--- src/rtl/image_link_pkg.sv ---
// Shared definitions for the UART pixel link (transmit and receive sides):
// link state encoding, per-pixel byte order and a coordinate helper.
package image_link_pkg;

    typedef enum logic [1:0] {
        IDLE,
        COLLECT,
        OUTPUT,
        DONE
    } link_state_t;

    localparam int BYTES_PER_PIXEL = 5;

    localparam logic [2:0] BYTE_R = 3'd0;
    localparam logic [2:0] BYTE_G = 3'd1;
    localparam logic [2:0] BYTE_B = 3'd2;
    localparam logic [2:0] BYTE_H = 3'd3;
    localparam logic [2:0] BYTE_V = 3'd4;

    // Coordinate bytes on the link carry only the low 8 bits.
    function automatic logic [7:0] coord_lo(input logic [31:0] c);
        return c[7:0];
    endfunction

endpackage

--- src/rtl/image_rx_timeout.sv ---
// Inter-byte timeout counter: cleared on load or when not running,
// raises tc for one cycle after TIMEOUT_CYCLES idle running cycles.
// Ports: clk, rst, load, run in; tc out (combinational strobe).
module image_rx_timeout #(
    parameter int TIMEOUT_CYCLES = 1_000_000
) (
    input  logic clk,
    input  logic rst,
    input  logic load,
    input  logic run,
    output logic tc
);

    localparam int CW = $clog2(TIMEOUT_CYCLES + 1);
    localparam logic [CW-1:0] LAST = CW'(TIMEOUT_CYCLES - 1);

    logic [CW-1:0] cnt;

    assign tc = run && !load && (cnt == LAST);

    always_ff @(posedge clk) begin
        if (rst || load || !run || tc) begin
            cnt <= '0;
        end else begin
            cnt <= cnt + 1'b1;
        end
    end

endmodule

--- src/rtl/image_receiver.sv ---
// UART pixel link receiver: rebuilds 5-byte R,G,B,H,V records into pixel
// writes with rdy/en frame handshake and sticky timeout/overrun/coord errors.
// Ports: clk, rst, en, rx_data/rx_valid, pix_ready in; rdy, pix_* ,
// frame_done, timeout_err, overrun_err, coord_err out.
// Define IMAGE_RX_COORD_CHECK_EN to compare H/V bytes against x/y.
module image_receiver
    import image_link_pkg::*;
#(
    parameter int WIDTH          = 640,
    parameter int HEIGHT         = 480,
    parameter int TIMEOUT_CYCLES = 1_000_000
) (
    input  logic                      clk,
    input  logic                      rst,
    output logic                      rdy,
    input  logic                      en,
    input  logic [7:0]                rx_data,
    input  logic                      rx_valid,
    output logic [7:0]                pix_red,
    output logic [7:0]                pix_green,
    output logic [7:0]                pix_blue,
    output logic [$clog2(WIDTH)-1:0]  pix_x,
    output logic [$clog2(HEIGHT)-1:0] pix_y,
    output logic                      pix_valid,
    input  logic                      pix_ready,
    output logic                      frame_done,
    output logic                      timeout_err,
    output logic                      overrun_err,
    output logic                      coord_err
);

    localparam int XW = $clog2(WIDTH);
    localparam int YW = $clog2(HEIGHT);
    localparam logic [XW-1:0] X_LAST = XW'(WIDTH - 1);
    localparam logic [YW-1:0] Y_LAST = YW'(HEIGHT - 1);

    link_state_t state;
    logic [2:0]  byte_idx;
    logic        hold_full;
    logic [7:0]  hold_data;

    logic tmo_load;
    logic tmo_run;
    logic tmo_tc;

    // Any byte taken into the record (held or fresh) restarts the timer.
    assign tmo_load = (state == COLLECT) && (hold_full || rx_valid);
    assign tmo_run  = (state == COLLECT) && (byte_idx != BYTE_R);

    image_rx_timeout #(
        .TIMEOUT_CYCLES(TIMEOUT_CYCLES)
    ) u_timeout (
        .clk (clk),
        .rst (rst),
        .load(tmo_load),
        .run (tmo_run),
        .tc  (tmo_tc)
    );

    always_ff @(posedge clk) begin
        if (rst) begin
            state       <= IDLE;
            rdy         <= 1'b0;
            byte_idx    <= BYTE_R;
            hold_full   <= 1'b0;
            hold_data   <= '0;
            pix_red     <= '0;
            pix_green   <= '0;
            pix_blue    <= '0;
            pix_x       <= '0;
            pix_y       <= '0;
            pix_valid   <= 1'b0;
            frame_done  <= 1'b0;
            timeout_err <= 1'b0;
            overrun_err <= 1'b0;
            coord_err   <= 1'b0;
        end else begin
            unique case (state)
                IDLE: begin
                    if (en) begin
                        state       <= COLLECT;
                        rdy         <= 1'b0;
                        byte_idx    <= BYTE_R;
                        hold_full   <= 1'b0;
                        pix_x       <= '0;
                        pix_y       <= '0;
                        timeout_err <= 1'b0;
                        overrun_err <= 1'b0;
                        coord_err   <= 1'b0;
                    end else begin
                        rdy <= 1'b1;
                    end
                end

                COLLECT: begin
                    if (hold_full) begin
                        // Held byte is always R; a same-cycle byte is G.
                        pix_red   <= hold_data;
                        hold_full <= 1'b0;
                        if (rx_valid) begin
                            pix_green <= rx_data;
                            byte_idx  <= BYTE_B;
                        end else begin
                            byte_idx  <= BYTE_G;
                        end
                    end else if (rx_valid) begin
                        case (byte_idx)
                            BYTE_R: pix_red   <= rx_data;
                            BYTE_G: pix_green <= rx_data;
                            BYTE_B: pix_blue  <= rx_data;
`ifdef IMAGE_RX_COORD_CHECK_EN
                            BYTE_H: begin
                                if (rx_data != coord_lo(32'(pix_x)))
                                    coord_err <= 1'b1;
                            end
                            BYTE_V: begin
                                if (rx_data != coord_lo(32'(pix_y)))
                                    coord_err <= 1'b1;
                            end
`endif
                            default: ;
                        endcase
                        if (byte_idx == BYTE_V) begin
                            state     <= OUTPUT;
                            pix_valid <= 1'b1;
                            byte_idx  <= BYTE_R;
                        end else begin
                            byte_idx  <= byte_idx + 3'd1;
                        end
                    end else if (tmo_tc) begin
                        // Drop the partial record; x/y stay put.
                        timeout_err <= 1'b1;
                        byte_idx    <= BYTE_R;
                    end
                end

                OUTPUT: begin
                    if (rx_valid) begin
                        if (hold_full) begin
                            overrun_err <= 1'b1;
                        end else begin
                            hold_data <= rx_data;
                            hold_full <= 1'b1;
                        end
                    end
                    if (pix_ready) begin
                        pix_valid <= 1'b0;
                        if (pix_x == X_LAST) begin
                            pix_x <= '0;
                            if (pix_y == Y_LAST) begin
                                pix_y      <= '0;
                                state      <= DONE;
                                frame_done <= 1'b1;
                                hold_full  <= 1'b0;
                            end else begin
                                pix_y <= pix_y + 1'b1;
                                state <= COLLECT;
                            end
                        end else begin
                            pix_x <= pix_x + 1'b1;
                            state <= COLLECT;
                        end
                    end
                end

                DONE: begin
                    if (!en) begin
                        state      <= IDLE;
                        frame_done <= 1'b0;
                        rdy        <= 1'b1;
                    end
                end

                default: state <= IDLE;
            endcase
        end
    end

endmodule

--- config.mk ---
export PLATFORM = sky130hd
export DESIGN_NAME = image_receiver
export DESIGN_NICKNAME = d
export VERILOG_FILES = /design/src/rtl/image_link_pkg.sv /design/src/rtl/image_rx_timeout.sv /design/src/rtl/image_receiver.sv
export SDC_FILE = /design/constraint.sdc
export NUM_CORES = 1
export LEC_CHECK = 0
export CAP_MARGIN = 20
export CORE_ASPECT_RATIO = 1.1
export CORE_UTILIZATION = 53
export CTS_CLUSTER_DIAMETER = 50
export DETAILED_ROUTE_END_ITERATION = 10
export PLACE_DENSITY = 0.76
export SLEW_MARGIN = 40
export SYNTH_ARGS = -nofsm -noshare
export SYNTH_HDL_FRONTEND = slang
export SYNTH_HIERARCHICAL = 1
export SYNTH_SLANG_ARGS = --single-unit
--- constraint.sdc ---
create_clock -name clk -period 2.9 [get_ports clk]
set_clock_uncertainty 0.05 [all_clocks]
set_input_delay 0.725 -clock clk [delete_from_list [all_inputs] [get_ports clk]]
set_output_delay 0.725 -clock clk [all_outputs]
set_load 0.01 [all_outputs]
==> run_results.csv, run 1 <==
group,metric,value,unit
worst_setup_path,cp-start-kind,"input pin",
floorplanning,core_area,7047,µm²
grt,grt_pass1_wl,14.57,mm
sta,period_share,94.12,%
yosys,ys_warn_count,6,
yosys,ys_ff_latch,82,
sta,maxSlewViolCount,0,
job,maxCapViolCount,0,
sta,tightest_slew,670.6,ps
layout,num_antenna_cells,0,
route,drcViolationCount,0,
layout,utilization,67.52,%
clocking,clkSinkCount,82,
worst_hold_path,min_path_type,"reg -> reg",
clocking,cts-root-buf,"clkbuf_8",
route,dr.first_iter.drc_count,163,
floorplanning,dieArea,7645,µm²
clocking,cts_tree,"built",
floorplanning,rows,32,
grt,grt_max_degree,38,
layout,multi_input_area,2082,µm²
sta,hold_violations,0,
layout,nFillCells,588,
route,dr.pass1.iters,5,
clocking,clk_pin_slew,80,ps
worst_setup_path,required,3070,ps
clocking,cts_setup_buffers,0,
clocking,insertion_delay,350,ps
yosys,syn_nets,459,
pwr,totalPowerFinal,0.002165,W
clocking,cts_hold_buffers,0,
worst_setup_path,cp.arrival,2900,ps
grt,grt_overflow,0,
layout,area_delta_synth_final,22.99,%
route,vias_per_cell,5.681,
floorplanning,ios,62,
grt,track_usage,23.23,%
yosys,syn_area_per_cell,8.813,µm²
sta,setup_viol,0,
yosys,synth_edf_count,0,
place,dp_hpwl,5.993,mm
pwr,ir_drop,369.8,µV
clocking,cts_max_level,3,
floorplanning,initial_core_util,54.90,%
route,wl_per_cell,14.68,µm
floorplanning,die_y,91.61,µm
worst_setup_path,crit_fanout,3,
clocking,cts_buffer_depth,2,
route,wirelength,8.619,mm
sta,maxSlewHeadroom,55.29,%
sta,rsz0062_at_grt,"no",
layout,final_cell_mix,"dfxtp_1, clkdlybuf4s50_1, nor2_1",
place,place.gp.congestion,0.8043,
worst_setup_path,path_class,"in -> reg",
layout,layout.cells.most_common,"dfxtp_1",
yosys,synthFlopType,"dfxtp_1",
worst_setup_path,cp-startpoint,"rx_valid",
pwr,p_leak,1.671,nW
layout,layout-drive-gt1-share,8.964,%
yosys,synth_cell_types,58,
yosys,syn-cell-area,3869,µm²
worst_setup_path,crit_path_end_kind,"flip-flop",
floorplanning,dieWidth,83.46,µm
route,num_vias,3335,
worst_setup_path,r2r_slack,280,ps
worst_setup_path,reg2reg_from,"byte_idx[0]",
grt,grt_pass1_vias,3153,
grt,antenna_found_initial,0,
place,portBuffers,60,
status,status,"finished, final reports clean",
sta,max_freq,0.3664,GHz
clocking,cts_resized,0,
route,ant_nets,0,
yosys,syn_inst,439,
clocking,cts_buffers,9,
layout,layout.nets,517,
pwr,powerDensity,454.9,nW/µm²
yosys,yosysSeqAreaShare,42.43,%
layout,regArea,1642,µm²
worst_hold_path,hold_path_startpoint,"hold_data[3]",
yosys,async_flop_share,0,%
sta,layout_min_cycle_time,2730,ps
[per-layer routing]
metal  wire length [µm]  GRT usage, %  vias up
li1                   -             -     1686
met1               4036         30.14     1571
met2               4180         38.80       68
met3                287         3.636       10
met5                  0             0        -
met4                114         9.040        0
[sequential cells by signal, indices dropped and copies added (netlist names)]
name,count
state,2
pix_x,10
byte_idx,3
rdy,1
pix_red,8
pix_green,8
hold_data,8
frame_done,1
timeout_err,1
overrun_err,1
hold_full,1
pix_valid,1
u_timeout/cnt,20
pix_y,9
pix_blue,8
[critical path, stage by stage]
cell	delay, ps
clkdlybuf4s50_1	430
nor2_1	140
nor2_1	50
nand2b_1	160
or4_1	510
nor4_2	320
o31ai_1	100
a21o_1	210
o21ai_0	160
a21oi_1	80
[where the power goes]
part	internal [W]	leakage (nW)	switching (W)	total, W
clock network	0.000450	0.110	0.000416	0.000866
registers	0.00114	0.662	0.00000946	0.00115
logic	0.0000651	0.899	0.0000860	0.000151
total	0.00165	1.67	0.000511	0.00216
[per-stage QoR]
step	instances	setup slack, ps	area [µm²]	setup TNS [ps]	hold WS, ps
2_1_floorplan	439	210.8	3869	0	379.5
3_3_place_gp	571	-160.9	4539	-330.5	391.6
3_5_place_dp	571	-252.3	4539	-642.9	398.6
4_1_cts	587	124.2	4752	0	410.9
5_1_grt	587	7.797	4758	0	431.9
6_report	587	170.5	4758	0	408.0
[cell usage after synthesis (2+ instances only)]
cell | number | share of area [%]
or2_2 | 3 | 0.49
clkbuf_1 | 11 | 1.1
o21a_1 | 3 | 0.58
dfxtp_1 | 82 | 42
nand3b_1 | 2 | 0.39
a31oi_1 | 6 | 0.97
a21o_1 | 3 | 0.58
nand3_1 | 12 | 1.6
a21oi_1 | 28 | 3.6
nand2b_1 | 7 | 1.1
nand4_1 | 10 | 1.6
o32ai_1 | 2 | 0.45
nor2_1 | 55 | 5.3
a22oi_1 | 2 | 0.39
nand2_1 | 34 | 3.3
nor3_1 | 16 | 2.1
buf_4 | 2 | 0.39
o31ai_1 | 2 | 0.39
nor4_1 | 7 | 1.1
inv_1 | 14 | 1.4
mux2i_1 | 26 | 6.7
and2_1 | 3 | 0.49
ha_1 | 7 | 2.3
buf_2 | 7 | 0.91
a311oi_1 | 3 | 0.68
nor3b_1 | 4 | 0.78
xor2_1 | 2 | 0.45
buf_1 | 2 | 0.19
or4b_1 | 2 | 0.52
xnor2_1 | 17 | 3.8
nor2b_1 | 3 | 0.49
a32oi_1 | 2 | 0.45
o21ai_0 | 12 | 1.6
and4_1 | 2 | 0.45
nand4_2 | 2 | 0.65
or4_1 | 3 | 0.58
or3_1 | 9 | 1.5
a41oi_1 | 3 | 0.68
a21oi_2 | 2 | 0.45
a211oi_1 | 9 | 1.7
[final timing paths]
| kind | end | depth (start not counted) |
|---|---|---|
| max | byte_idx[2] | 10 |
| min | hold_data[3] | 2 |
| max reg2reg | byte_idx[2] | 10 |
| min reg2reg | hold_data[3] | 2 |
[cells by family (layout without fill, tap and decap cells)]
kind of cell | count (synthesis) | after routing | synth area share (%)
flops | 82 | 82 | 42.43
fa+ha+maj | 7 | 7 | 2.264
mux | 26 | 26 | 6.727
xor+xnor | 19 | 19 | 4.301
simple gates | 187 | 187 | 26.81
buf+inv | 36 | 99 | 3.913
other cells | 1 | 1 | 0.09693
compound gates | 81 | 81 | 13.45
[area by class of cell]
type / count / share of cell area (%)
sequential: 82 / 34.50
timing repair buffer: 69 / 13.94
clock inverter: 5 / 1.288
inverter: 14 / 1.104
multi-input combinational: 321 / 43.76
tap: 85 / 2.235
clock buffer: 11 / 3.182
(Power assumes the default switching activity.)
==> inputs of run 2 (changes only) <==
--- a/config.mk
+++ b/config.mk
@@ -6,8 +6,10 @@
 export NUM_CORES = 1
 export LEC_CHECK = 0
 export CAP_MARGIN = 20
+export CELL_PAD_IN_SITES_DETAIL_PLACEMENT = 1
+export CELL_PAD_IN_SITES_GLOBAL_PLACEMENT = 1
 export CORE_ASPECT_RATIO = 1.1
-export CORE_UTILIZATION = 53
+export CORE_UTILIZATION = 40
 export CTS_CLUSTER_DIAMETER = 50
 export DETAILED_ROUTE_END_ITERATION = 10
 export PLACE_DENSITY = 0.76
==> constraint.sdc (replaced) <==
create_clock -name clk -period 3.05 [get_ports clk]
set_clock_uncertainty 0.05 [all_clocks]
set_input_delay 0.915 -clock clk [delete_from_list [all_inputs] [get_ports clk]]
set_output_delay 0.915 -clock clk [all_outputs]
set_load 0.01 [all_outputs]
==> run_results.csv, run 2 (same netlist as run 1, synthesis figures left out) <==
group,metric,value,unit
status,status,"finished, final reports clean",
layout,area_delta_synth_final,25.61,%
route,ant_nets,0,
worst_setup_path,cp-start-kind,"input pin",
clocking,cts-root-buf,"clkbuf_8",
sta,setup_viol,0,
pwr,p_leak,1.711,nW
grt,grt_max_degree,38,
layout,reg_top3,"u_timeout/cnt x20, pix_x x10, pix_y x9",
worst_setup_path,required,3230,ps
clocking,cts_buffers,9,
layout,layout-drive-gt1-share,9.901,%
floorplanning,ios,62,
route,drcViolationCount,0,
layout,final_cell_mix,"dfxtp_1, clkdlybuf4s50_1, nor2_1",
route,dr.first_iter.drc_count,93,
clocking,insertion_delay,360,ps
pwr,ir_drop,246.2,µV
route,dr.pass1.iters,6,
grt,grt_pass1_wl,17.15,mm
sta,period_share,95.84,%
worst_setup_path,r2r_slack,400,ps
sta,setup-tns-final,0,ps
worst_setup_path,crit_path_end_kind,"flip-flop",
route,wl_per_cell,16.67,µm
place,dp_hpwl,7.248,mm
sta,tightest_slew,615.6,ps
worst_setup_path,path_class,"in -> reg",
layout,layout.nets,520,
sta,hold_ws,411.7,ps
layout,nFillCells,1107,
sta,maxSlewHeadroom,57.79,%
sta,layout_min_cycle_time,2923,ps
floorplanning,initial_core_util,41.17,%
clocking,clkSinkCount,82,
sta,max_freq,0.3421,GHz
grt,antenna_found_initial,0,
sta,setup_ws,126.9,ps
job,maxCapViolCount,0,
floorplanning,rows,37,
worst_hold_path,min_path_type,"reg -> reg",
layout,num_antenna_cells,0,
layout,largest_register,"u_timeout/cnt",
floorplanning,core_area,9398,µm²
clocking,cts_max_level,3,
floorplanning,die_y,105.1,µm
pwr,powerDensity,449.1,nW/µm²
clocking,clk_pin_slew,90,ps
clocking,cts_tree,"built",
grt,grt_pass1_vias,3572,
grt,track_usage,22.05,%
layout,layout.cells.most_common,"dfxtp_1",
place,dp.cells,606,
place,place.gp.congestion,0.8032,
route,vias_per_cell,5.545,
grt,grt_overflow,0,
clocking,cts_hold_buffers,0,
clocking,cts_buffer_depth,2,
floorplanning,dieArea,10070,µm²
place,portBuffers,60,
worst_setup_path,crit_fanout,3,
route,wirelength,10.37,mm
route,num_vias,3449,
place,place_ws,-336.0,ps
layout,largest_reg_flops,20,
worst_setup_path,cp.arrival,3100,ps
layout,finalNonFillerCells,622,
sta,maxSlewViolCount,0,
floorplanning,dieWidth,95.77,µm
sta,hold_violations,0,
==> run 2: cell types whose count changed in the layout (fill, tap and decap cells not counted), sizes merged <==
| cell | delta |
|---|---|
| bufinv | +1 |
| buf | +3 |
| clkinv | -2 |
| clkinvlp | +1 |
==> run 2: through the flow <==
stage               total power [W]  utilization, %  cell area (µm²)
global route               0.002262           51.71             4860
finish                     0.002182           51.71             4860
detailed placement         0.001267           48.97             4602
CTS                        0.002203           51.48             4838
global placement           0.001263           48.97             4602
floorplan                  0.001196               -             3869
==> run 2: final cells by class <==
class | instances | area (µm²) | share of cell area, %
Tap cell | 117 | 146.4 | 3.012
Multi-Input combinational cell | 321 | 2097 | 43.15
Inverter | 14 | 52.55 | 1.081
Sequential cell | 82 | 1642 | 33.78
Timing Repair Buffer | 72 | 685.7 | 14.11
Clock buffer | 11 | 151.4 | 3.115
Clock inverter | 5 | 85.08 | 1.751
==> run 2: path summary, 6_finish.rpt <==
check,start,endpoint,cells after the start
worst min-delay path,hold_data[5],hold_data[5],2
worst max-delay path,rx_valid,byte_idx[2],10
worst max register to register,byte_idx[0],byte_idx[2],10
worst min register to register,hold_data[5],hold_data[5],2
==> run 2: what timing repair did <==
action / 4_1_cts / 5_1_grt
setup buffers: 0 / 0
endpoints found under the setup margin: 0 / 3
resized for setup: 0 / 4
==> run 2: power breakdown <==
group | switching, W | internal (W) | leakage (nW)
logic | 0.0000859 | 0.0000643 | 0.933
clock network | 0.000430 | 0.000511 | 0.116
registers | 0.00000934 | 0.00108 | 0.662
==> run 2: routing by layer <==
layer | GRT usage [%] | part of all wire [%]
met5 | 0 | 0
met3 | 4.731 | 2.7
met4 | 8.316 | 2.0
met1 | 27.21 | 46
met2 | 36.94 | 49
==> run 2: critical path: stages <==
cell             delay [ps]
clkdlybuf4s50_1         440
nor2_2                  120
nor2_1                   40
nand2b_1                160
or4_4                   500
nor4_4                  320
o31ai_1                 100
a21o_1                  230
o21ai_0                 180
a21oi_1                  80
